===== config.mk =====
export PLATFORM = sky130hd
export DESIGN_NAME = adder_64b
export DESIGN_NICKNAME = d
export VERILOG_FILES = /design/src/rtl/adder_pkg.sv /design/src/rtl/adder_64b_cla_group.sv /design/src/rtl/adder_64b.sv
export SDC_FILE = /design/constraint.sdc
export NUM_CORES = 1
export LEC_CHECK = 0
export CORE_UTILIZATION = 44
export CTS_BUF_LIST = sky130_fd_sc_hd__clkbuf_8 sky130_fd_sc_hd__clkbuf_16
export CTS_CLUSTER_SIZE = 30
export DETAILED_ROUTE_END_ITERATION = 6
export PLACE_DENSITY = 0.83
export SETUP_SLACK_MARGIN = 0.5
export SKIP_CTS_REPAIR_TIMING = 1
export SLEW_MARGIN = 20
export SYNTH_ARGS = -nofsm -noshare
export SYNTH_HDL_FRONTEND = slang
export SYNTH_SLANG_ARGS = --single-unit

===== constraint.sdc =====
create_clock -name clk -period 0.8 [get_ports clk]
set_clock_uncertainty 0.05 [all_clocks]
set_input_delay 0.2 -clock clk [delete_from_list [all_inputs] [get_ports clk]]
set_output_delay 0.2 -clock clk [all_outputs]
set_load 0.1 [all_outputs]

===== src/rtl/adder_pkg.sv =====
// Shared types and sizing for the carry-lookahead adder.
// Group propagate/generate pairs and the prefix operator that merges them.
package adder_pkg;

  localparam int ADD_WIDTH      = 64;
  localparam int ADD_GROUP_W    = 4;
  localparam int ADD_NUM_GROUPS = ADD_WIDTH / ADD_GROUP_W;

  typedef logic [ADD_WIDTH-1:0] word_t;

  typedef struct packed {
    logic p;
    logic g;
  } grp_pg_t;

  // Merge a more-significant span (hi) onto a less-significant span (lo).
  function automatic grp_pg_t pg_combine(input grp_pg_t hi, input grp_pg_t lo);
    grp_pg_t res;
    res.p = hi.p & lo.p;
    res.g = hi.g | (hi.p & lo.g);
    return res;
  endfunction

endpackage


===== src/rtl/adder_64b_cla_group.sv =====
// GROUP_W-bit carry-lookahead cell: local sums from a carry-in plus the
// group propagate/generate pair used by the next lookahead level.
module cla_group
  import adder_pkg::*;
#(
  parameter int GROUP_W = ADD_GROUP_W
) (
  input  logic [GROUP_W-1:0] i_a,
  input  logic [GROUP_W-1:0] i_b,
  input  logic               i_c,
  output logic [GROUP_W-1:0] o_sum,
  output grp_pg_t            o_pg
);

  logic [GROUP_W-1:0] w_p;
  logic [GROUP_W-1:0] w_g;
  logic [GROUP_W-1:0] w_c;

  assign w_p = i_a ^ i_b;
  assign w_g = i_a & i_b;

  // Each bit's carry is the prefix P/G of the bits below it applied to i_c.
  always_comb begin : carry_chain
    grp_pg_t acc;
    grp_pg_t bit_pg;
    // NOTE: every output of a combinational block gets a value before any
    // conditional/loop logic; a path that skips an assignment infers a latch.
    acc.p  = 1'b1;
    acc.g  = 1'b0;
    bit_pg = '0;
    w_c    = '0;
    o_pg   = '0;
    for (int i = 0; i < GROUP_W; i++) begin
      w_c[i]   = acc.g | (acc.p & i_c);
      bit_pg.p = w_p[i];
      bit_pg.g = w_g[i];
      acc      = pg_combine(bit_pg, acc);
    end
    o_pg = acc;
  end

  assign o_sum = w_p ^ w_c;

endmodule


===== src/rtl/adder_64b.sv =====
// Registered WIDTH-bit adder built from cla_group cells and a group-level
// lookahead. Define ADDER_PIPE_EN to register the lower half (latency 2).
module adder_64b
  import adder_pkg::*;
#(
  parameter int WIDTH   = ADD_WIDTH,
  parameter int GROUP_W = ADD_GROUP_W
) (
  input  logic             clk,
  input  logic             rst_n,
  input  logic             in_valid,
  input  logic             c_in,
  input  logic [WIDTH-1:0] a,
  input  logic [WIDTH-1:0] b,
  output logic [WIDTH-1:0] sum,
  output logic             c_out,
  output logic             out_valid
);

  localparam int NUM_GROUPS  = WIDTH / GROUP_W;
  localparam int HALF_GROUPS = NUM_GROUPS / 2;
  localparam int HALF_W      = WIDTH / 2;

  logic [WIDTH-1:0]       w_a_grp;
  logic [WIDTH-1:0]       w_b_grp;
  logic [WIDTH-1:0]       w_sum_comb;
  logic [WIDTH-1:0]       w_sum_out;
  grp_pg_t                w_pg [NUM_GROUPS];
  logic [HALF_GROUPS-1:0] w_gc_lo;
  logic [HALF_GROUPS-1:0] w_gc_hi;
  logic                   w_c_mid;
  logic                   w_c_hi_in;
  logic                   w_c_top;
  logic                   w_valid_stage;

  for (genvar k = 0; k < NUM_GROUPS; k++) begin : g_grp
    logic w_c_grp;
    if (k < HALF_GROUPS) begin : g_lo
      assign w_c_grp = w_gc_lo[k];
    end else begin : g_hi
      assign w_c_grp = w_gc_hi[k-HALF_GROUPS];
    end
    cla_group #(.GROUP_W(GROUP_W)) u_cla (
      .i_a   (w_a_grp[k*GROUP_W +: GROUP_W]),
      .i_b   (w_b_grp[k*GROUP_W +: GROUP_W]),
      .i_c   (w_c_grp),
      .o_sum (w_sum_comb[k*GROUP_W +: GROUP_W]),
      .o_pg  (w_pg[k])
    );
  end

  // Lower-half group carries, seeded by c_in; w_c_mid is the carry into bit HALF_W.
  always_comb begin : lo_lookahead
    grp_pg_t acc;
    acc.p   = 1'b1;
    acc.g   = 1'b0;
    w_gc_lo = '0;
    for (int k = 0; k < HALF_GROUPS; k++) begin
      w_gc_lo[k] = acc.g | (acc.p & c_in);
      acc        = pg_combine(w_pg[k], acc);
    end
    w_c_mid = acc.g | (acc.p & c_in);
  end

  // Upper-half group carries, seeded by the (possibly registered) mid carry.
  always_comb begin : hi_lookahead
    grp_pg_t acc;
    acc.p   = 1'b1;
    acc.g   = 1'b0;
    w_gc_hi = '0;
    for (int k = 0; k < HALF_GROUPS; k++) begin
      w_gc_hi[k] = acc.g | (acc.p & w_c_hi_in);
      acc        = pg_combine(w_pg[HALF_GROUPS+k], acc);
    end
    w_c_top = acc.g | (acc.p & w_c_hi_in);
  end

  // NOTE: sequential state uses non-blocking assignments only, so every
  // register samples pre-edge values regardless of block ordering.
  // NOTE: all registers here are small flops, so each takes the async reset;
  // results and out_valid must read zero the instant rst_n falls.
  always_ff @(posedge clk or negedge rst_n) begin
    if (!rst_n) begin
      sum       <= '0;
      c_out     <= 1'b0;
      out_valid <= 1'b0;
    end else begin
      sum       <= w_sum_out;
      c_out     <= w_c_top;
      out_valid <= w_valid_stage;
    end
  end

`ifdef ADDER_PIPE_EN
  logic [HALF_W-1:0] r_a_hi;
  logic [HALF_W-1:0] r_b_hi;
  logic [HALF_W-1:0] r_sum_lo;
  logic              r_c_mid;
  logic              r_valid_mid;

  // Upper operands wait one cycle to meet their registered lower-half carry.
  assign w_a_grp       = {r_a_hi, a[HALF_W-1:0]};
  assign w_b_grp       = {r_b_hi, b[HALF_W-1:0]};
  assign w_c_hi_in     = r_c_mid;
  assign w_sum_out     = {w_sum_comb[WIDTH-1:HALF_W], r_sum_lo};
  assign w_valid_stage = r_valid_mid;

  always_ff @(posedge clk or negedge rst_n) begin
    if (!rst_n) begin
      r_a_hi      <= '0;
      r_b_hi      <= '0;
      r_sum_lo    <= '0;
      r_c_mid     <= 1'b0;
      r_valid_mid <= 1'b0;
    end else begin
      r_a_hi      <= a[WIDTH-1:HALF_W];
      r_b_hi      <= b[WIDTH-1:HALF_W];
      r_sum_lo    <= w_sum_comb[HALF_W-1:0];
      r_c_mid     <= w_c_mid;
      r_valid_mid <= in_valid;
    end
  end
`else
  assign w_a_grp       = a;
  assign w_b_grp       = b;
  assign w_c_hi_in     = w_c_mid;
  assign w_sum_out     = w_sum_comb;
  assign w_valid_stage = in_valid;
`endif

endmodule


==> results of run 1 <==
through the flow:
stage | worst slack, ps | TNS, ps | util, % | area (µm²)
after floorplan | -1470 | -72020 | - | 5630
after CTS | -2080 | -136540 | 93.6 | 9710
after detailed placement | -2340 | -127800 | 91.8 | 9520
after global placement | -2110 | -119560 | 91.8 | 9520
cell families after synthesis:
| logic type | after synthesis | share of synthesized area, % |
|---|---|---|
| buf+inv | 27 | 2.22 |
| simple gates | 118 | 13.2 |
| xor+xnor | 43 | 7.97 |
| compound gates | 116 | 17.7 |
| fa+ha+maj | 80 | 23.7 |
| mux | 1 | 0.212 |
| flops | 66 | 34.9 |
==> tab_implementation.tex, run 1 <==
\begin{tabular}{lr}
\hline
Metric & Value \\
\hline
\multicolumn{2}{l}{\textbf{Outcome}} \\
\quad Result of the run & did not finish \\
\quad Terminating stage of the flow & global routing (5\_1\_grt) \\
\quad Run Error & [ERROR DPL-0038] Utilization greater than 100\%, impossible to legalize \\
\multicolumn{2}{l}{\textbf{Placed design}} \\
\quad Number of port buffers & 197 \\
\quad Placed Instances & 927 \\
\quad Final estimated routing congestion in global placement & 0.873 \\
\quad DP Wirelength & 16700 µm \\
\multicolumn{2}{l}{\textbf{Floorplan}} \\
\quad Top Ports & 198 \\
\quad Die Y & 106 µm \\
\quad Die Width & 106 µm \\
\quad Site row count & 37 \\
\quad Initial cell density of the core & 45.6\% \\
\multicolumn{2}{l}{\textbf{Clock network}} \\
\quad Root Driver & sky130\_fd\_sc\_hd\_\_clkbuf\_8 \\
\quad Max Root-Sink Buffers & 2 \\
\quad \# clock sinks & 66 \\
\quad CTS H-tree depth & 3 \\
\quad TritonCTS Buffers & 9 \\
\multicolumn{2}{l}{\textbf{Synth}} \\
\quad Syn\_area\_per\_cell & 10.5 µm² \\
\quad Synthesis warning total & 0 \\
\quad Synth Instances & 451 \\
\quad Distinct cells, synth & 58 \\
\quad Prevailing post-synth register cell & sky130\_fd\_sc\_hd\_\_dfrtp\_1 \\
\quad Leading cell type by number of instances after synthesis & sky130\_fd\_sc\_hd\_\_dfrtp\_1 \\
\quad Area fraction of the dominant cell type after synthesis & 34.9\% \\
\quad Register bit count reported by yosys & 66 \\
\quad Count of flip-flops with a built-in enable after synthesis & 0 \\
\quad Top cell type by total area after synthesis & sky130\_fd\_sc\_hd\_\_dfrtp\_1 \\
\quad Proportion of synthesized chip area in sequential cells & 34.9\% \\
\quad Synthesized netlist net count & 663 \\
\quad Post-Synthesis Cell Area & 4730 µm² \\
\quad Top cells by area, synth & sky130\_fd\_sc\_hd\_\_dfrtp\_1 35\%, sky130\_fd\_sc\_hd\_\_ha\_1 17\%, sky130\_fd\_sc\_hd\_\_fa\_1 6.8\% \\
\quad Commonest cells post-synth & 66 x sky130\_fd\_sc\_hd\_\_dfrtp\_1, 64 x sky130\_fd\_sc\_hd\_\_ha\_1, 35 x sky130\_fd\_sc\_hd\_\_a21oi\_1, 29 x sky130\_fd\_sc\_hd\_\_nand2\_1, 26 x sky130\_fd\_sc\_hd\_\_xnor2\_1 \\
\quad Share of flip-flops with an asynchronous set or reset & 100\% \\
\multicolumn{2}{l}{\textbf{STA}} \\
\quad Kind of endpoint with the least setup slack & sequential cell input \\
\quad GRT repair\_timing worst endpoint & sum[46]\$\_DFF\_PN0\_/D \\
\multicolumn{2}{l}{\textbf{GRT}} \\
\quad Pin count of the biggest net entering global routing & 36 \\
\hline
\end{tabular}
==> run 2: changes to the inputs <==
--- a/config.mk
+++ b/config.mk
@@ -5,12 +5,9 @@
 export SDC_FILE = /design/constraint.sdc
 export NUM_CORES = 1
 export LEC_CHECK = 0
-export CORE_UTILIZATION = 44
-export CTS_BUF_LIST = sky130_fd_sc_hd__clkbuf_8 sky130_fd_sc_hd__clkbuf_16
-export CTS_CLUSTER_SIZE = 30
+export CORE_UTILIZATION = 40
 export DETAILED_ROUTE_END_ITERATION = 6
-export PLACE_DENSITY = 0.83
-export SETUP_SLACK_MARGIN = 0.5
+export PLACE_DENSITY_LB_ADDON = 0.15
 export SKIP_CTS_REPAIR_TIMING = 1
 export SLEW_MARGIN = 20
 export SYNTH_ARGS = -nofsm -noshare
==> run 2 against run 1 <==
The flow now finishes, with violations (negative setup slack); area after synthesis stayed put; synthesized cell count is the same.
==> tab_implementation.tex, run 2 <==
\begin{tabular}{lr}
\hline
Metric & Value \\
\hline
\multicolumn{2}{l}{\textbf{Outcome}} \\
\quad Result of the run & finished, violations left \\
\quad Violated checks & negative setup slack \\
\multicolumn{2}{l}{\textbf{Synth}} \\
\quad Commonest cells post-synth & 66 x sky130\_fd\_sc\_hd\_\_dfrtp\_1, 64 x sky130\_fd\_sc\_hd\_\_ha\_1, 35 x sky130\_fd\_sc\_hd\_\_a21oi\_1, 29 x sky130\_fd\_sc\_hd\_\_nand2\_1, 26 x sky130\_fd\_sc\_hd\_\_xnor2\_1 \\
\quad Share of flip-flops with an asynchronous set or reset & 100\% (unchanged) \\
\quad Synth Instances & 451 (unchanged) \\
\quad Count of flip-flops with a built-in enable after synthesis & 0 (unchanged) \\
\quad Distinct cells, synth & 58 (unchanged) \\
\quad Top cell type by total area after synthesis & sky130\_fd\_sc\_hd\_\_dfrtp\_1 \\
\quad Post-Synthesis Cell Area & 4730 µm² (unchanged) \\
\quad Synthesis warning total & 0 (unchanged) \\
\quad Proportion of synthesized chip area in sequential cells & 34.9\% (unchanged) \\
\quad Synthesized netlist net count & 663 (unchanged) \\
\quad Prevailing post-synth register cell & sky130\_fd\_sc\_hd\_\_dfrtp\_1 \\
\quad Register bit count reported by yosys & 66 (unchanged) \\
\quad Top cells by area, synth & sky130\_fd\_sc\_hd\_\_dfrtp\_1 35\%, sky130\_fd\_sc\_hd\_\_ha\_1 17\%, sky130\_fd\_sc\_hd\_\_fa\_1 6.8\% \\
\quad Syn\_area\_per\_cell & 10.5 µm² (unchanged) \\
\quad Leading cell type by number of instances after synthesis & sky130\_fd\_sc\_hd\_\_dfrtp\_1 \\
\quad Area fraction of the dominant cell type after synthesis & 34.9\% (unchanged) \\
\multicolumn{2}{l}{\textbf{Final layout}} \\
\quad Final-stage net count & 1050 \\
\quad Multi-input combinational cell area & 4200 µm² \\
\quad Area taken by flip-flops and latches & 1900 µm² \\
\quad Number of flip-flops in the largest register & 64 \\
\quad Largest registers ranked by flip-flop count & sum: 64 flops, c\_out: 1 flops, out\_valid: 1 flops \\
\quad Synth-to-Final Area Change & 129\% \\
\quad Most common cell after layout, fill and taps aside & sky130\_fd\_sc\_hd\_\_buf\_4 \\
\quad Highest-count cells in the layout ignoring fill and taps & 163 x sky130\_fd\_sc\_hd\_\_buf\_4, 68 x sky130\_fd\_sc\_hd\_\_buf\_12, 66 x sky130\_fd\_sc\_hd\_\_dfrtp\_4, 53 x sky130\_fd\_sc\_hd\_\_dlymetal6s2s\_1, 48 x sky130\_fd\_sc\_hd\_\_ha\_4 \\
\quad Fin util & 94.2\% \\
\quad Final instance count without filler cells & 990 \\
\quad Register with the most flip-flops & sum \\
\quad Share of post-route cells with drive strength above 1 & 66.1\% \\
\quad Fill cell instance count of the final layout & 318 \\
\quad Finished Cell Area & 10800 µm² \\
\multicolumn{2}{l}{\textbf{Clock network}} \\
\quad Root Driver & sky130\_fd\_sc\_hd\_\_clkbuf\_16 \\
\quad Max Root-Sink Buffers & 2 (unchanged) \\
\quad \# clock sinks & 66 (unchanged) \\
\quad TritonCTS Buffers & 9 (unchanged) \\
\quad CTS tree & built \\
\quad CTS H-tree depth & 3 (unchanged) \\
\quad Post-CTS clock slew at the launch and capture registers of the worst setup and hold paths & 60 ps \\
\multicolumn{2}{l}{\textbf{Floorplan}} \\
\quad Initial cell density of the core & 41.2\% (-4.4 points) \\
\quad Die Y & 111 µm (+4.8\%) \\
\quad Die Width & 111 µm (+4.8\%) \\
\quad Top Ports & 198 (unchanged) \\
\quad Standard cell core area & 11500 µm² \\
\quad Die Footprint & 12300 µm² \\
\quad Site row count & 39 (+5.4\%) \\
\multicolumn{2}{l}{\textbf{Setup path}} \\
\quad Critical path startpoint category & input pin \\
\quad Critical path fanouts, max & 4 \\
\quad Critical Path Sink & sum[44] \\
\quad Launching element of the worst setup path & b[28] \\
\quad Endpoint required time on the critical path & 970 ps \\
\quad Element type at the critical path end & flip-flop \\
\quad Worst Setup Path Type & in2reg \\
\quad WP data arrival & 2620 ps \\
\multicolumn{2}{l}{\textbf{GRT}} \\
\quad Number of global-route vias before repair & 5706 \\
\quad GRT Resource Usage Total & 29.0\% \\
\quad GR Overflow Total & 0 \\
\quad Antenna violations before repair & 4 \\
\quad First-pass GRT wire length & 28000 µm \\
\quad Pin count of the biggest net entering global routing & 43 \\
\multicolumn{2}{l}{\textbf{Placed design}} \\
\quad Worst slack after detailed placement & -2200 ps (+138 ps) \\
\quad Placed Instances & 938 (+1.2\%) \\
\quad DP Wirelength & 13800 µm (-18\%) \\
\quad Final estimated routing congestion in global placement & 0.828 (-5.3\%) \\
\quad Number of port buffers & 197 (unchanged) \\
\quad Placement-stage cell area & 9560 µm² (+0.43\%) \\
\multicolumn{2}{l}{\textbf{STA}} \\
\quad Final clock period utilization by the worst path & 306\% \\
\quad Setup TNS & -108330 ps \\
\quad Worst-Margin Slew & 610 ps \\
\quad Setup-failing EPs final & 130 \\
\quad Fmax & 408 MHz \\
\quad Final hold vios & 0 \\
\quad RSZ-0062 raised after global routing & yes \\
\quad Min Tclk post-route & 2450 ps \\
\quad Min Hold Slack & 160 ps \\
\quad Headroom to the max-slew limit & 58.3\% \\
\quad Number of slew-limit violations in the final report & 0 \\
\quad Worst Slack Setup Final & -1650 ps \\
\multicolumn{2}{l}{\textbf{Routing}} \\
\quad Average vias per placed instance & 5.72 \\
\quad Routed Antenna Nets & 0 \\
\quad Average detailed-routed wire length per instance & 23.9 µm \\
\quad DRC marker count from the first detailed-route iteration & 325 \\
\quad Total via count after detailed routing & 5662 \\
\quad First-pass DRT Iterations & 4 \\
\quad Remaining design rule violation count & 0 \\
\quad Final wirelength & 23700 µm \\
\multicolumn{2}{l}{\textbf{Hold path}} \\
\quad HP Class & in2reg \\
\multicolumn{2}{l}{\textbf{Power}} \\
\quad PwrDens & 2190 nW/µm² \\
\quad Design Power & 23.7 mW \\
\quad Total leakage power & 5.02 nW \\
\quad Largest vdd supply drop & 2910 µV \\
\multicolumn{2}{l}{\textbf{Run}} \\
\quad Max-capacitance violation count & 0 \\
\hline
\end{tabular}
[run 2: worst min path at each step]
stage                from   endpoint  slack, ps  depth (start not counted)
floorplan           rst_n      c_out       -150                          0
finish              a[28]    sum[28]        160                          2
CTS                 rst_n  out_valid       -240                          2
global route        a[28]    sum[28]        170                          2
global placement    rst_n  out_valid        120                          2
detailed placement  rst_n  out_valid        120                          2
[run 2: area by class of cell]
cell class                 instances  area share (%)
multi-input combinational        358            38.9
timing repair buffer             378            38.3
sequential                        66            17.6
clock buffer                      14            2.54
tap                              143            1.66
inverter                          25           0.891
clock inverter                     2          0.0926
antenna                            4          0.0926
[run 2: logic make-up after synthesis]
group	after synthesis	synth area share, %
multiplexers	1	0.212
buffers and inverters	27	2.22
XOR/XNOR	43	7.97
AND/OR/NAND/NOR	118	13.2
AO/OA/AOI/OAI	116	17.7
flip-flops	66	34.9
adder cells (fa/ha/maj)	80	23.7
[run 2: layer usage]
layer	share of wire, %	vias to the layer above	global-route usage (%)
li1	-	2448	-
met1	35	2791	29.4
met5	0	-	0
met2	53	315	54.4
met3	6.1	108	7.65
met4	5.6	0	14.7
[run 2: power by group]
group | internal [mW] | switching [mW] | leakage (nW)
Combinational | 5.91 | 8.57 | 4.17
Sequential | 4.52 | 0.658 | 0.709
Clock | 2.35 | 1.65 | 0.143
[run 2: critical path, stage by stage]
cell and delay (ps):
sky130_fd_sc_hd__dlymetal6s2s_1 150, sky130_fd_sc_hd__ha_1 330, sky130_fd_sc_hd__nand2_4 90, sky130_fd_sc_hd__nor4_4 300, sky130_fd_sc_hd__nand4_1 290, sky130_fd_sc_hd__o2111ai_4 260, sky130_fd_sc_hd__o211ai_1 210, sky130_fd_sc_hd__nand2_1 170
sky130_fd_sc_hd__nand2_1 90, sky130_fd_sc_hd__nand2_2 80, sky130_fd_sc_hd__fa_2 440
Power figures use the tool's default switching activity.
==> run 3: changes to the inputs <==
--- a/config.mk
+++ b/config.mk
@@ -7,7 +7,7 @@
 export LEC_CHECK = 0
 export CORE_UTILIZATION = 40
 export DETAILED_ROUTE_END_ITERATION = 6
-export PLACE_DENSITY_LB_ADDON = 0.15
+export PLACE_DENSITY_LB_ADDON = 0.2
 export SKIP_CTS_REPAIR_TIMING = 1
 export SLEW_MARGIN = 20
 export SYNTH_ARGS = -nofsm -noshare
==> run 3 against run 2 <==
Die area stayed put; via count is 3.3% lower; critical endpoint is now sum[57]; fmax is 2.3% higher; the run still ends with negative setup slack left; largest cell class unchanged.
==> tab_implementation.tex, run 3 (synthesis gave the netlist of run 2 again) <==
\begin{tabular}{lr}
\hline
Metric & Value \\
\hline
\multicolumn{2}{l}{\textbf{Outcome}} \\
\quad Result of the run & finished, violations left \\
\quad Violated checks & negative setup slack \\
\multicolumn{2}{l}{\textbf{Final layout}} \\
\quad Final instance count without filler cells & 982 (-0.81\%) \\
\quad Fill cell instance count of the final layout & 352 (+11\%) \\
\quad Register with the most flip-flops & sum \\
\quad Highest-count cells in the layout ignoring fill and taps & 167 x sky130\_fd\_sc\_hd\_\_buf\_4, 69 x sky130\_fd\_sc\_hd\_\_buf\_12, 66 x sky130\_fd\_sc\_hd\_\_dfrtp\_4, 49 x sky130\_fd\_sc\_hd\_\_ha\_4, 44 x sky130\_fd\_sc\_hd\_\_dlymetal6s2s\_1 \\
\quad Area taken by flip-flops and latches & 1900 µm² (unchanged) \\
\quad Most common cell after layout, fill and taps aside & sky130\_fd\_sc\_hd\_\_buf\_4 \\
\quad Synth-to-Final Area Change & 124\% \\
\quad Multi-input combinational cell area & 4150 µm² (-1.2\%) \\
\quad Largest registers ranked by flip-flop count & sum: 64 flops, c\_out: 1 flops, out\_valid: 1 flops \\
\quad Number of flip-flops in the largest register & 64 (unchanged) \\
\quad Share of post-route cells with drive strength above 1 & 65.9\% (-0.12 points) \\
\quad Final-stage net count & 1045 (-0.48\%) \\
\multicolumn{2}{l}{\textbf{Setup path}} \\
\quad WP data arrival & 2570 ps (-50 ps) \\
\quad Endpoint required time on the critical path & 980 ps (about the same) \\
\quad Critical path startpoint category & input pin \\
\quad Element type at the critical path end & flip-flop \\
\quad Critical path fanouts, max & 4 (unchanged) \\
\quad Worst Setup Path Type & in2reg \\
\multicolumn{2}{l}{\textbf{GRT}} \\
\quad Antenna violations before repair & 2 (-2) \\
\quad Pin count of the biggest net entering global routing & 24 (-44\%) \\
\quad First-pass GRT wire length & 28000 µm (-0.18\%) \\
\quad GR Layer Usage met1 & 30.4\% (+1.1 points) \\
\quad Global-route met3 utilization & 6.40\% (-1.3 points) \\
\quad Grt met2 use & 53.3\% (-1.1 points) \\
\quad Most Crowded Layer GR & met2 \\
\quad GR Overflow Total & 0 (unchanged) \\
\quad GRT Resource Usage Total & 28.9\% (-0.13 points) \\
\quad Number of global-route vias before repair & 5692 (-0.25\%) \\
\multicolumn{2}{l}{\textbf{Floorplan}} \\
\quad Standard cell core area & 11500 µm² (unchanged) \\
\quad Site row count & 39 (unchanged) \\
\quad Top Ports & 198 (unchanged) \\
\quad Initial cell density of the core & 41.2\% (unchanged) \\
\quad Die Y & 111 µm (unchanged) \\
\quad Die Footprint & 12300 µm² (unchanged) \\
\quad Die Width & 111 µm (unchanged) \\
\multicolumn{2}{l}{\textbf{Routing}} \\
\quad First-pass DRT Iterations & 4 (unchanged) \\
\quad Routed Antenna Nets & 0 (unchanged) \\
\quad DRC marker count from the first detailed-route iteration & 335 (+3.1\%) \\
\quad Average vias per placed instance & 5.57 (-2.6\%) \\
\quad Total via count after detailed routing & 5473 (-3.3\%) \\
\quad Remaining design rule violation count & 0 (unchanged) \\
\quad Final wirelength & 22300 µm (-5.9\%) \\
\quad Average detailed-routed wire length per instance & 22.7 µm (-5.1\%) \\
\multicolumn{2}{l}{\textbf{Placed design}} \\
\quad Worst slack after detailed placement & -2170 ps (+27.0 ps) \\
\quad DP Wirelength & 14000 µm (+1.7\%) \\
\quad Placed Instances & 938 (unchanged) \\
\quad Final estimated routing congestion in global placement & 0.846 (+2.3\%) \\
\quad Number of port buffers & 197 (unchanged) \\
\multicolumn{2}{l}{\textbf{STA}} \\
\quad Final clock period utilization by the worst path & 299\% (-6.9 points) \\
\quad Number of slew-limit violations in the final report & 0 (unchanged) \\
\quad Final hold vios & 0 (unchanged) \\
\quad Min Tclk post-route & 2390 ps (-55.3 ps) \\
\quad Headroom to the max-slew limit & 68.6\% (+10 points) \\
\quad RSZ-0062 raised after global routing & yes \\
\quad Worst Slack Setup Final & -1590 ps (+55.3 ps) \\
\quad Setup-failing EPs final & 130 (unchanged) \\
\quad Fmax & 418 MHz (+2.3\%) \\
\quad Worst-Margin Slew & 460 ps (-150 ps) \\
\multicolumn{2}{l}{\textbf{Clock network}} \\
\quad Post-CTS clock slew at the launch and capture registers of the worst setup and hold paths & 60 ps (about the same) \\
\quad \# clock sinks & 66 (unchanged) \\
\quad CTS tree & built \\
\quad Max Root-Sink Buffers & 2 (unchanged) \\
\quad TritonCTS Buffers & 9 (unchanged) \\
\quad CTS H-tree depth & 3 (unchanged) \\
\quad Root Driver & sky130\_fd\_sc\_hd\_\_clkbuf\_16 \\
\multicolumn{2}{l}{\textbf{Hold path}} \\
\quad Min-Delay Startpoint & a[7] \\
\quad WHS Path Cells & 3 (+1) \\
\quad End point of the most critical hold path & sum[7] \\
\quad HP Class & in2reg \\
\multicolumn{2}{l}{\textbf{Run}} \\
\quad Max-capacitance violation count & 0 (unchanged) \\
\multicolumn{2}{l}{\textbf{Power}} \\
\quad Total leakage power & 4.88 nW (-2.9\%) \\
\quad Largest vdd supply drop & 2720 µV (-6.5\%) \\
\quad PwrDens & 2240 nW/µm² (+2.2\%) \\
\hline
\end{tabular}
[run 3: cell count changes in the layout (fill, tap and decap cells not counted), moves of 3 or more]
cell	change
sky130_fd_sc_hd__clkbuf_2	+16
sky130_fd_sc_hd__dlymetal6s2s_1	-9
sky130_fd_sc_hd__clkbuf_8	-3
sky130_fd_sc_hd__buf_4	+4
sky130_fd_sc_hd__buf_6	-20
sky130_fd_sc_hd__a21oi_2	-3
sky130_fd_sc_hd__a21oi_1	+3
[run 3: how the worst max path moves through the flow]
| stage | start | to | slack (ps) |
|---|---|---|---|
| after global placement | a[19] | sum[44] | -2080 |
| after floorplan | a[39] | sum[53] | -1470 |
| after CTS | a[21] | sum[45] | -1820 |
| after detailed placement | a[21] | sum[45] | -2170 |
| final | a[47] | sum[57] | -1590 |
| after global routing | b[21] | sum[45] | -1650 |
[run 3: per-stage QoR]
step	utilization (%)	area (µm²)	power [mW]	setup TNS [ps]	hold WS [ps]
3_3_place_gp	83.5	9580	18.1	-119900	-17.5
3_5_place_dp	83.5	9580	18.4	-124550	-18.1
4_1_cts	86.1	9880	22.7	-126330	-376
6_report	92.3	10600	23.7	-104220	118
2_1_floorplan	-	5630	12.5	-72020	-146
5_1_grt	92.3	10600	24.3	-109050	132
[run 3: critical path: stages]
cell and delay (ps):
sky130_fd_sc_hd__dlymetal6s2s_1 150, sky130_fd_sc_hd__ha_4 270, sky130_fd_sc_hd__a21oi_1 210, sky130_fd_sc_hd__o21a_1 220, sky130_fd_sc_hd__o21ai_1 100, sky130_fd_sc_hd__a211o_1 300, sky130_fd_sc_hd__or2_4 280, sky130_fd_sc_hd__a22oi_2 170
sky130_fd_sc_hd__nand3b_1 130, sky130_fd_sc_hd__fa_2 380, sky130_fd_sc_hd__xor2_1 150
[run 3: cell type report]
cell class | count | share of cell area [%]
well taps | 143 | 1.69
clock inverters | 3 | 0.615
repair buffers | 373 | 37.4
diodes | 2 | 0.0473
multi-input cells | 358 | 39.2
inverters | 25 | 0.910
clock buffers | 12 | 2.23
flip-flops and latches | 66 | 17.9
[run 3: report_power, final]
part	internal, mW	switching, mW
Combinational	5.78	8.43
Clock	2.71	1.58
Sequential	4.52	0.660
Total	13.0	10.7
[run 3: per-layer routing]
layer,routed length (µm),vias up
li1,-,2417
met1,7820,2684
met2,12000,287
met3,1370,85
met4,1110,0
met5,0,-
==> run 4: changes to the inputs <==
--- a/config.mk
+++ b/config.mk
@@ -8,8 +8,10 @@
 export CORE_UTILIZATION = 40
 export DETAILED_ROUTE_END_ITERATION = 6
 export PLACE_DENSITY_LB_ADDON = 0.2
+export SETUP_SLACK_MARGIN = 0.15
 export SKIP_CTS_REPAIR_TIMING = 1
 export SLEW_MARGIN = 20
 export SYNTH_ARGS = -nofsm -noshare
 export SYNTH_HDL_FRONTEND = slang
+export SYNTH_HIERARCHICAL = 1
 export SYNTH_SLANG_ARGS = --single-unit
==> run 4 against run 3 <==
The run ends with negative hold slack, negative setup slack left; worst setup slack got worse by 110 ps; fmax down 4.2%; hold slack got worse by 300 ps; wire length is 13% lower; non-clock buffer count is 57 lower; first-iteration DRC count down 54%; critical path depth up 2; sequential cell count did not move; sequential power grew 0.8%; critical endpoint is now sum[42]; largest power group unchanged.
==> tab_implementation.tex, run 4 <==
\begin{tabular}{lr}
\hline
Metric & Value \\
\hline
\multicolumn{2}{l}{\textbf{Clock network}} \\
\quad Max Root-Sink Buffers & 2 (unchanged) \\
\quad CTS H-tree depth & 3 (unchanged) \\
\quad Post-CTS clock slew at the launch and capture registers of the worst setup and hold paths & 60 ps (about the same) \\
\quad CTS tree & built \\
\quad Root Driver & sky130\_fd\_sc\_hd\_\_clkbuf\_16 \\
\quad TritonCTS Buffers & 9 (unchanged) \\
\quad \# clock sinks & 66 (unchanged) \\
\multicolumn{2}{l}{\textbf{Routing}} \\
\quad Final wirelength & 19400 µm (-13\%) \\
\quad First-pass DRT Iterations & 4 (unchanged) \\
\quad Average vias per placed instance & 5.27 (-5.4\%) \\
\quad Routed Antenna Nets & 0 (unchanged) \\
\quad Total via count after detailed routing & 4988 (-8.9\%) \\
\quad Average detailed-routed wire length per instance & 20.5 µm (-9.8\%) \\
\quad DRC marker count from the first detailed-route iteration & 153 (-54\%) \\
\quad Remaining design rule violation count & 0 (unchanged) \\
\multicolumn{2}{l}{\textbf{Floorplan}} \\
\quad Standard cell core area & 11500 µm² (unchanged) \\
\quad Die Footprint & 12300 µm² (+0.31\%) \\
\quad Site row count & 39 (unchanged) \\
\quad Die Y & 111 µm (+0.15\%) \\
\quad Initial cell density of the core & 41.3\% (+0.13 points) \\
\quad Die Width & 111 µm (+0.15\%) \\
\quad Top Ports & 198 (unchanged) \\
\multicolumn{2}{l}{\textbf{Final layout}} \\
\quad Largest registers ranked by flip-flop count & sum: 64 flops, c\_out: 1 flops, out\_valid: 1 flops \\
\quad Final instance count without filler cells & 946 (-3.7\%) \\
\quad Share of post-route cells with drive strength above 1 & 62.2\% (-3.7 points) \\
\quad Most common cell after layout, fill and taps aside & sky130\_fd\_sc\_hd\_\_buf\_4 \\
\quad Synth-to-Final Area Change & 118\% \\
\quad Fin util & 90.0\% (-2.3 points) \\
\quad Fill cell instance count of the final layout & 454 (+29\%) \\
\quad Finished Cell Area & 10300 µm² (-2.5\%) \\
\quad Highest-count cells in the layout ignoring fill and taps & 105 x sky130\_fd\_sc\_hd\_\_buf\_4, 79 x sky130\_fd\_sc\_hd\_\_dlymetal6s2s\_1, 69 x sky130\_fd\_sc\_hd\_\_buf\_12, 66 x sky130\_fd\_sc\_hd\_\_dfrtp\_4, 51 x sky130\_fd\_sc\_hd\_\_ha\_4 \\
\quad Register with the most flip-flops & sum \\
\quad Number of flip-flops in the largest register & 64 (unchanged) \\
\quad Multi-input combinational cell area & 4010 µm² (-3.4\%) \\
\quad Final-stage net count & 1009 (-3.4\%) \\
\quad Area taken by flip-flops and latches & 1900 µm² (unchanged) \\
\multicolumn{2}{l}{\textbf{Setup path}} \\
\quad Top cell family by delay on the critical path & compound AO/OA/AOI/OAI gates \\
\quad WP data arrival & 2660 ps (+90 ps) \\
\quad Endpoint required time on the critical path & 960 ps (-20 ps) \\
\quad Critical path fanouts, max & 5 (+1) \\
\quad Worst Setup Path Type & in2reg \\
\quad Element type at the critical path end & flip-flop \\
\quad Number of buffer and inverter stages on the critical path & 2 (+1) \\
\quad Critical path startpoint category & input pin \\
\quad Slowest cell delay on critical path & 320 ps (-60 ps) \\
\quad Cell with the biggest individual delay on the critical path & sky130\_fd\_sc\_hd\_\_a211o\_1 \\
\quad Cell occurring most often along the worst timing path & sky130\_fd\_sc\_hd\_\_a21oi\_4 \\
\quad Cell-by-cell trace of the critical path & dlymetal6s2s\_1 -> ha\_4 -> a21oi\_4 -> o21ai\_4 -> a21oi\_4 -> o21ai\_1 -> a41o\_2 -> buf\_6 -> a211o\_1 -> a21o\_1 -> a211oi\_2 -> nor2\_1 -> xor2\_1 \\
\multicolumn{2}{l}{\textbf{GRT}} \\
\quad GR Layer Usage met1 & 25.2\% (-5.2 points) \\
\quad Global-route met3 utilization & 5.08\% (-1.3 points) \\
\quad Number of global-route vias before repair & 5214 (-8.4\%) \\
\quad First-pass GRT wire length & 24400 µm (-13\%) \\
\quad Most Crowded Layer GR & met2 \\
\quad GRT Resource Usage Total & 25.2\% (-3.7 points) \\
\quad Grt met2 use & 49.2\% (-4.0 points) \\
\quad Antenna violations before repair & 1 (-1) \\
\quad Pin count of the biggest net entering global routing & 25 (+4.2\%) \\
\quad GR Overflow Total & 0 (unchanged) \\
\multicolumn{2}{l}{\textbf{Synth}} \\
\quad Syn\_area\_per\_cell & 10.1 µm² (-3.7\%) \\
\quad Prevailing post-synth register cell & sky130\_fd\_sc\_hd\_\_dfrtp\_1 \\
\quad Top cells by area, synth & sky130\_fd\_sc\_hd\_\_dfrtp\_1 35\%, sky130\_fd\_sc\_hd\_\_ha\_1 17\%, sky130\_fd\_sc\_hd\_\_fa\_1 6.8\% \\
\quad Share of flip-flops with an asynchronous set or reset & 100\% (unchanged) \\
\quad Proportion of synthesized chip area in sequential cells & 34.8\% (-0.11 points) \\
\quad Distinct cells, synth & 29 (-50\%) \\
\quad Synthesis warning total & 6 (+6) \\
\quad Count of flip-flops with a built-in enable after synthesis & 0 (unchanged) \\
\quad Post-Synthesis Cell Area & 4740 µm² (+0.32\%) \\
\quad Commonest cells post-synth & 66 x sky130\_fd\_sc\_hd\_\_dfrtp\_1, 66 x sky130\_fd\_sc\_hd\_\_inv\_1, 64 x sky130\_fd\_sc\_hd\_\_ha\_1, 41 x sky130\_fd\_sc\_hd\_\_nor2\_1, 37 x sky130\_fd\_sc\_hd\_\_a21oi\_1 \\
\quad Synthesized netlist net count & 682 (+2.9\%) \\
\quad Top cell type by total area after synthesis & sky130\_fd\_sc\_hd\_\_dfrtp\_1 \\
\quad Area fraction of the dominant cell type after synthesis & 34.8\% (-0.11 points) \\
\quad Synth Instances & 470 (+4.2\%) \\
\quad Register bit count reported by yosys & 66 (unchanged) \\
\multicolumn{2}{l}{\textbf{STA}} \\
\quad Worst-Margin Slew & 295 ps (-165 ps) \\
\quad Headroom to the max-slew limit & 80.2\% (+12 points) \\
\quad Number of slew-limit violations in the final report & 0 (unchanged) \\
\quad Setup-failing EPs final & 131 (+0.77\%) \\
\quad Min Tclk post-route & 2500 ps (+106 ps) \\
\quad Fmax & 400 MHz (-4.2\%) \\
\quad Min Hold Slack & -186 ps (-304 ps) \\
\quad Final hold vios & 66 (+66) \\
\quad Worst Slack Setup Final & -1700 ps (-106 ps) \\
\quad Final clock period utilization by the worst path & 313\% (+13 points) \\
\quad RSZ-0062 raised after global routing & yes \\
\multicolumn{2}{l}{\textbf{Power}} \\
\quad Combinational Power Share & 60.9\% (+0.9 points) \\
\quad Clock Power Share & 16.6\% (-1.5 points) \\
\quad Internal power consumption & 12.6 mW (-3.3\%) \\
\quad Largest vdd supply drop & 2220 µV (-19\%) \\
\quad Switching power of the nets & 10.6 mW (-0.31\%) \\
\quad PwrDens & 2250 nW/µm² (+0.55\%) \\
\quad Total leakage power & 5.05 nW (+3.5\%) \\
\quad Switching portion of total power & 45.8\% (+0.75 points) \\
\quad Share of power burned in registers & 22.5\% (+0.6 points) \\
\multicolumn{2}{l}{\textbf{Hold path}} \\
\quad HP Class & in2async \\
\multicolumn{2}{l}{\textbf{Outcome}} \\
\quad Result of the run & finished, violations left \\
\quad Violated checks & negative hold slack, negative setup slack \\
\multicolumn{2}{l}{\textbf{Placed design}} \\
\quad Number of port buffers & 197 (unchanged) \\
\quad Placement-stage cell area & 9230 µm² (-3.6\%) \\
\quad Final estimated routing congestion in global placement & 0.875 (+3.4\%) \\
\quad DP Wirelength & 12500 µm (-10\%) \\
\quad Placed Instances & 916 (-2.3\%) \\
\multicolumn{2}{l}{\textbf{Run}} \\
\quad Max-capacitance violation count & 0 (unchanged) \\
\hline
\end{tabular}
[run 4: metrics by stage]
step	power [mW]	setup slack, ps	TNS [ps]
global placement	18.1	-2250	-126150
finish	23.2	-1700	-110990
CTS	22.2	-2000	-132530
global route	23.9	-1770	-115880
floorplan	12.7	-1480	-75180
detailed placement	18.4	-2350	-130950
[run 4: per-layer routing]
layer  share of wire, %  up-vias
li1                   -     2254
met3                5.4       59
met2                 56      212
met1                 34     2463
met4                4.1        0
met5                  0        -
[run 4: worst paths after layout]
path	start	end	cells after the start
min in group clk	b[47]	sum[47]	3
max in group asynchronous	rst_n	sum[36]	2
max	a[9]	sum[42]	13
min	rst_n	sum[0]	2
[run 4: power by group through the flow]
stage | combinational (mW) | clock (mW) | sequential, mW
after global routing | 14.6 | 4.05 | 5.28
after floorplan | 2.33 | 0 | 10.4
final | 14.1 | 3.87 | 5.22
after CTS | 13.2 | 3.84 | 5.21
after global placement | 12.9 | 0 | 5.23
after detailed placement | 13.1 | 0 | 5.26
[run 4: cell families after synthesis]
logic type / share of synthesized area (%)
and+or+nand+nor: 8.26
AOI/OAI and AO/OA: 19.2
DFF: 34.8
xor gates and xnor gates: 8.87
buffers and inverters: 5.23
adders and majority gates: 23.6
[run 4: cell type report]
type	instances	area share (%)
multi-input combinational	338	38.8
clock buffer	14	2.65
inverter	66	2.52
antenna	1	0.0242
tap	143	1.73
timing repair buffer	316	35.8
sequential	66	18.4
clock inverter	2	0.0969
